$ cat config.mk
export PLATFORM = sky130hd
export DESIGN_NAME = spi_vram_writer_flat
export DESIGN_NICKNAME = d
export VERILOG_FILES = /design/src/rtl/vga_pkg.sv /design/src/rtl/spi_vram_writer_if.sv /design/src/rtl/spi_sync.sv /design/src/rtl/spi_vram_writer.sv /design/src/flat_wrapper.sv
export SDC_FILE = /design/constraint.sdc
export NUM_CORES = 1
export LEC_CHECK = 0
export ABC_AREA = 0
export BUFFER_PORTS_ARGS = -buffer_cell sky130_fd_sc_hd__buf_2
export CAP_MARGIN = 40
export CORE_AREA = 2 2 95 97
export CTS_BUF_LIST = sky130_fd_sc_hd__clkbuf_4 sky130_fd_sc_hd__clkbuf_8 sky130_fd_sc_hd__clkbuf_16
export DETAILED_ROUTE_END_ITERATION = 8
export DIE_AREA = 0 0 97 99
export MAX_ROUTING_LAYER = met4
export SLEW_MARGIN = 20
export SYNTH_ARGS = -nofsm -noshare
export SYNTH_HDL_FRONTEND = slang
export SYNTH_HIERARCHICAL = 1
export SYNTH_SLANG_ARGS = --single-unit
$ cat constraint.sdc
create_clock -name MemClk -period 2.2 [get_ports MemClk]
set_clock_uncertainty 0.05 [all_clocks]
set_input_delay 0.22 -clock MemClk [delete_from_list [all_inputs] [get_ports MemClk]]
set_output_delay 0.22 -clock MemClk [all_outputs]
set_load 0.1 [all_outputs]
$ cat src/rtl/vga_pkg.sv
// rtl/vga_pkg.sv - shared video-path definitions: vmmu constants and SPI writer FSM/command codes
package vga_pkg;

  // vmmu write port geometry
  localparam int VMMU_AWIDTH = 19;
  localparam int VMMU_DWIDTH = 8;

  // SPI writer protocol constants
  localparam logic [7:0] SPI_CMD_WRITE  = 8'h02;
  localparam logic [1:0] SPI_ADDR_BYTES = 2'd3;

  typedef enum logic [2:0] {
    ST_IDLE = 3'd0,
    ST_CMD  = 3'd1,
    ST_ADDR = 3'd2,
    ST_DATA = 3'd3,
    ST_SKIP = 3'd4
  } spi_wr_state_e;

endpackage

$ cat src/rtl/spi_vram_writer_if.sv
// rtl/spi_vram_writer_if.sv - vmmu write-port handshake between the SPI writer and the memory unit
interface spi_vram_writer_if
  import vga_pkg::*;
#(
  parameter int AWIDTH = VMMU_AWIDTH,
  parameter int DWIDTH = VMMU_DWIDTH
);
  logic              WriteReq;
  logic [AWIDTH-1:0] WriteAddr;
  logic [DWIDTH-1:0] WriteData;
  logic              WriteAck;

  modport master (output WriteReq, output WriteAddr, output WriteData, input WriteAck);
  modport slave  (input WriteReq, input WriteAddr, input WriteData, output WriteAck);
endinterface

$ cat src/rtl/spi_sync.sv
// rtl/spi_sync.sv - two-flop synchronizers and edge detectors for the SPI pins
module spi_sync (
  input  logic MemClk,
  input  logic RstN,
  input  logic sclk_i,
  input  logic mosi_i,
  input  logic csel_i,
  output logic sclk_rise_o,
  output logic mosi_o,
  output logic csel_o,
  output logic csel_fall_o,
  output logic csel_rise_o
);
  // [0],[1] are the synchronizer pair; [2] holds the previous synchronized value for edges
  logic [2:0] sclk_q;
  logic [2:0] csel_q;
  logic [1:0] mosi_q;

  // shift raw pins into the MemClk domain; idle bus is Csel high, Sclk low
  always_ff @(posedge MemClk or negedge RstN) begin
    if (!RstN) begin
      sclk_q <= 3'b000;
      csel_q <= 3'b111;
      mosi_q <= 2'b00;
    end else begin
      sclk_q <= {sclk_q[1:0], sclk_i};
      csel_q <= {csel_q[1:0], csel_i};
      mosi_q <= {mosi_q[0], mosi_i};
    end
  end

  assign mosi_o      = mosi_q[1];
  assign csel_o      = csel_q[1];
  assign sclk_rise_o = sclk_q[1] & ~sclk_q[2];
  assign csel_fall_o = ~csel_q[1] & csel_q[2];
  assign csel_rise_o = csel_q[1] & ~csel_q[2];
endmodule

$ cat src/rtl/spi_vram_writer.sv
// rtl/spi_vram_writer.sv - SPI slave that turns write frames into vmmu write requests
module spi_vram_writer
  import vga_pkg::*;
#(
  parameter int AWIDTH = VMMU_AWIDTH,
  parameter int DWIDTH = VMMU_DWIDTH
) (
  input  logic                     MemClk,
  input  logic                     RstN,
  input  logic                     Sclk,
  input  logic                     Mosi,
  input  logic                     Csel,
  spi_vram_writer_if.master        wr,
  output logic                     Busy,
  output logic                     Overrun
);
  localparam logic [1:0] ADDR_LAST = SPI_ADDR_BYTES - 2'd1;

  logic sclk_rise, mosi_s, csel_s, csel_fall, csel_rise;

  spi_sync u_sync (
    .MemClk      (MemClk),
    .RstN        (RstN),
    .sclk_i      (Sclk),
    .mosi_i      (Mosi),
    .csel_i      (Csel),
    .sclk_rise_o (sclk_rise),
    .mosi_o      (mosi_s),
    .csel_o      (csel_s),
    .csel_fall_o (csel_fall),
    .csel_rise_o (csel_rise)
  );

  spi_wr_state_e     state_q;
  logic [2:0]        bit_cnt_q;
  logic [6:0]        shift_q;
  logic [1:0]        abyte_q;
  logic [15:0]       addr_acc_q;
  logic [AWIDTH-1:0] addr_q;
  logic              req_q;
  logic [AWIDTH-1:0] waddr_q;
  logic [DWIDTH-1:0] wdata_q;
  logic              ovr_q;

  // byte as it stands once the current bit is shifted in
  logic [7:0] byte_d;
  assign byte_d = {shift_q, mosi_s};

  // frame FSM, byte assembly, address tracking and the write handshake
  always_ff @(posedge MemClk or negedge RstN) begin
    if (!RstN) begin
      state_q    <= ST_IDLE;
      bit_cnt_q  <= 3'd0;
      shift_q    <= 7'd0;
      abyte_q    <= 2'd0;
      addr_acc_q <= 16'd0;
      addr_q     <= '0;
      req_q      <= 1'b0;
      waddr_q    <= '0;
      wdata_q    <= '0;
      ovr_q      <= 1'b0;
    end else begin
      // the pending write retires on ack regardless of frame state
      if (req_q && wr.WriteAck) req_q <= 1'b0;

      if (csel_rise) begin
        state_q   <= ST_IDLE;
        bit_cnt_q <= 3'd0;
        shift_q   <= 7'd0;
      end else begin
        case (state_q)
          ST_IDLE: begin
            if (csel_fall) begin
              state_q   <= ST_CMD;
              bit_cnt_q <= 3'd0;
              shift_q   <= 7'd0;
              ovr_q     <= 1'b0;
            end
          end
          ST_CMD, ST_ADDR, ST_DATA: begin
            if (sclk_rise) begin
              bit_cnt_q <= bit_cnt_q + 3'd1;
              shift_q   <= byte_d[6:0];
              if (bit_cnt_q == 3'd7) begin
                case (state_q)
                  ST_CMD: begin
                    if (byte_d == SPI_CMD_WRITE) begin
                      state_q <= ST_ADDR;
                      abyte_q <= 2'd0;
                    end else begin
                      state_q <= ST_SKIP;
                    end
                  end
                  ST_ADDR: begin
                    addr_acc_q <= {addr_acc_q[7:0], byte_d};
                    abyte_q    <= abyte_q + 2'd1;
                    if (abyte_q == ADDR_LAST) begin
                      addr_q  <= AWIDTH'({addr_acc_q, byte_d});
                      state_q <= ST_DATA;
                    end
                  end
                  default: begin
                    // a byte landing on the ack cycle takes the freed slot
                    if (!req_q || wr.WriteAck) begin
                      req_q   <= 1'b1;
                      waddr_q <= addr_q;
                      wdata_q <= DWIDTH'(byte_d);
                    end else begin
                      ovr_q <= 1'b1;
                    end
                    addr_q <= addr_q + AWIDTH'(1);
                  end
                endcase
              end
            end
          end
          ST_SKIP: ;
          default: state_q <= ST_IDLE;
        endcase
      end
    end
  end

  assign wr.WriteReq  = req_q;
  assign wr.WriteAddr = waddr_q;
  assign wr.WriteData = wdata_q;
  assign Busy         = ~csel_s;
  assign Overrun      = ovr_q;
endmodule
$ cat src/flat_wrapper.sv
// flat-port wrapper written by rule: the top's interface ports become plain ports
module spi_vram_writer_flat import vga_pkg::*;
#(
  parameter int AWIDTH = VMMU_AWIDTH,
  parameter int DWIDTH = VMMU_DWIDTH
)
  (MemClk, RstN, Sclk, Mosi, Csel, Busy, Overrun, wr_WriteReq, wr_WriteAddr, wr_WriteData, wr_WriteAck);
  spi_vram_writer_if #(.AWIDTH(AWIDTH), .DWIDTH(DWIDTH)) wr_i ();
  input  logic MemClk;
  input  logic RstN;
  input  logic Sclk;
  input  logic Mosi;
  input  logic Csel;
  output logic Busy;
  output logic Overrun;
  output wire logic [$bits(wr_i.WriteReq)-1:0] wr_WriteReq;
  output wire logic [$bits(wr_i.WriteAddr)-1:0] wr_WriteAddr;
  output wire logic [$bits(wr_i.WriteData)-1:0] wr_WriteData;
  input wire logic [$bits(wr_i.WriteAck)-1:0] wr_WriteAck;
  assign wr_WriteReq = wr_i.WriteReq;
  assign wr_WriteAddr = wr_i.WriteAddr;
  assign wr_WriteData = wr_i.WriteData;
  assign wr_i.WriteAck = wr_WriteAck;
  spi_vram_writer #(.AWIDTH(AWIDTH), .DWIDTH(DWIDTH)) u_core (.MemClk(MemClk), .RstN(RstN), .Sclk(Sclk), .Mosi(Mosi), .Csel(Csel), .wr(wr_i), .Busy(Busy), .Overrun(Overrun));
endmodule
==> results.json <==
{
  "outcome": "finished clean",
  "via_count": 2671,
  "start_kind": "flip-flop",
  "max_freq_mhz": 496,
  "dieArea_um2": 9600,
  "syn2layout_area_growth_pct": 16.2,
  "synth_compound_area_frac": 0.132,
  "cts.sinks": 82,
  "report.final.slew_viol_count": 0,
  "synthSimpleGateAreaFrac": 0.137,
  "cts_buffers": 9,
  "routed_wirelength_um": 7820,
  "utilization": 0.514,
  "critPathCaptureType": "flip-flop",
  "fillers": 772,
  "ios": 36,
  "ys_ff_latch": 82,
  "rsz0062_at_grt": "no",
  "synth_top_family_by_area": "multiplexers",
  "cts_tree": "yes",
  "period_needed_ps": 2020,
  "synth.top_cell.area_share": 0.522,
  "place.port_buffers": 35,
  "synthTopCellsByArea": "dfrtp_1, mux2_4, mux2_2",
  "clk_latency_ps": 350,
  "yosysSeqAreaShare": 0.543,
  "min_period_over_period": 0.917,
  "drc": 0,
  "hold_violations": 0,
  "gp_congestion": 0.864,
  "layout-drive-gt1-share": 0.317,
  "overflow": 0,
  "cts.path.max_buffers": 2,
  "fp.dieW_um": 97,
  "grt_pass1_vias": 2647,
  "path_max_fanout": 13,
  "antenna_found_initial": 0,
  "worstHoldPathType": "in2reg",
  "wl_per_cell_um": 16.1,
  "synth.area.mux_share": 0.147,
  "r2r_start": "u_core/u_sync/csel_q[2]",
  "drt_iter0_drc": 170,
  "std_cell_rows": 34,
  "tightest_slew_ps": 489,
  "post_cts_buffers": 0,
  "ys.flop_type": "dfrtp_1",
  "drt-pass1-iter-count": 4,
  "maxSlewHeadroom": 0.676,
  "die_h_um": 99,
  "reg2reg_to": "u_core/addr_acc_q[2]",
  "syn_inst": 321,
  "synth_xor_area_frac": 0,
  "setup_viol": 0,
  "avgSynthCellArea_um2": 11.8,
  "synth_cell_types": 51,
  "worst-r2r-setup-slack_ps": 180,
  "vdd_ir_drop_max_mv": 0.338,
  "path_clk_slew_ps": 80,
  "regArea_um2": 2060,
  "synth_top_cell_by_area": "dfrtp_1",
  "reg2reg_depth": 6,
  "drv_cap": 0,
  "diodes": 0,
  "crit_arrival_ps": 2200,
  "syn-num-nets": 331,
  "crit_start": "u_core/u_sync/csel_q[2]",
  "synth_edf_count": 0,
  "power.density_nw_per_um2": 667,
  "cp.required_ps": 2380,
  "leakagePower_nw": 2.19,
  "async_reset_ff_frac": 1.00,
  "synth_fa_ha_area_frac": 0.0132,
  "ant_nets": 0,
  "tns_ps": 0,
  "root_buffer": "clkbuf_8",
  "yosys_warnings": 6,
  "multi_input_area_um2": 1630,
  "dpl.hpwl_um": 5220,
  "grt.total_usage": 0.179,
  "netlist_area_um2": 3780,
  "critPathKind": "reg2reg",
  "grt_max_degree": 83,
  "coreArea_um2": 8550,
  "cts.htree.levels": 3,
  "fin_nets": 383,
  "initial_core_util": 0.443,
  "viasPerCell": 5.50,
  "setup.worst_path.end": "u_core/addr_acc_q[2]",
  "grt_pass1_wl_um": 13400
}
-- worst max-delay path: stages, from the launching register on --
cell and delay (ps):
dfstp_2 540, nor2b_2 60, or2_1 300, nor3b_4 350
nand3_2 140, buf_12 170, mux2_4 290
-- Yosys cell counts (7+ instances only) --
cell and n:
a21oi_1 26, nand2_1 30, mux2_4 26, nor2_1 19
o22ai_1 8, buf_2 9, nand3_1 13, o21ai_0 16
mux2_2 12, dfrtp_1 79, a2bb2oi_1 7
-- cell type report --
cell class                      count  share of cell area
Sequential cell                    82               0.467
Multi-Input combinational cell    220               0.370
Timing Repair Buffer               55              0.0882
Clock buffer                       11              0.0330
Tap cell                          108              0.0307
Clock inverter                      5             0.00683
Inverter                            5             0.00427
-- kinds of logic (layout without fill, tap and decap cells) --
family | count (synthesis) | in the layout
AOI/OAI and AO/OA | 78 | 78
adders and majority gates | 4 | 4
buffers and inverters | 19 | 76
and+or+nand+nor | 97 | 97
DFF | 82 | 82
muxes | 41 | 41
-- where the power goes --
group / switching [W] / leakage (nW) / internal (W)
Clock: 0.000526 / 0.0885 / 0.000447
Combinational: 0.000229 / 0.980 / 0.000143
Sequential: 0.0000417 / 1.12 / 0.00155
Total: 0.000797 / 2.19 / 0.00214
-- layer usage --
| layer | GRT usage | share of wire | vias up |
|---|---|---|---|
| li1 | - | - | 1276 |
| met1 | 0.243 | 0.49 | 1327 |
| met2 | 0.272 | 0.46 | 57 |
| met3 | 0.0291 | 0.031 | 11 |
| met4 | 0.0693 | 0.017 | 0 |
| met5 | - | 0 | - |
-- stage by stage --
step                      cells  area [µm²]  setup slack, ps  hold WS (ps)  total power [W]
after floorplan             321        3780              203          -126          0.00186
after global placement      466        4180              183           234          0.00198
after detailed placement    466        4180              149           236          0.00199
after CTS                   486        4400              125           233          0.00298
final                       486        4400              183           231          0.00294
after global routing        486        4400             3.40           254          0.00309
-- state kept, by name (all words and copies together), names as in the netlist, 2 cells and up --
name,flops
u_core/bit_cnt_q,3
u_core/addr_acc_q,11
u_core/u_sync/mosi_q,2
u_core/abyte_q,2
u_core/wr.WriteData,8
u_core/state_q,3
u_core/addr_q,19
u_core/wr.WriteAddr,19
u_core/shift_q,7
u_core/u_sync/csel_q,3
u_core/u_sync/sclk_q,3
-- how the worst min path moves through the flow --
| stage | depth (start not counted) | to | from | slack, ps |
|---|---|---|---|---|
| 6_report | 3 | u_core/Overrun | wr_WriteAck | 230 |
| 5_1_grt | 3 | u_core/Overrun | wr_WriteAck | 250 |
| 4_1_cts | 3 | u_core/Overrun | wr_WriteAck | 230 |
| 3_5_place_dp | 2 | u_core/wr.WriteAddr[14] | RstN | 240 |
| 3_3_place_gp | 2 | u_core/wr.WriteAddr[14] | RstN | 230 |
| 2_1_floorplan | 0 | u_core/Overrun | RstN | -130 |
-- placed cells by master (no fill, tap or decap), types with 5 or more instances in the layout --
cell type	count
nor2_1	19
nand2_1	30
a2bb2oi_1	7
o22a_1	5
nand4_1	5
inv_1	5
o22ai_1	8
o21ai_0	16
a21oi_1	26
clkbuf_8	10
buf_4	13
mux2_2	12
dfrtp_1	79
nand3_1	13
buf_2	34
mux2_4	26
-- timing repair --
item	in CTS	in global routing
endpoints found under the hold margin	82	0
gates resized for setup	0	1
hold buffers	4	0
setup endpoints to repair	0	5
(Power assumes the default switching activity.)
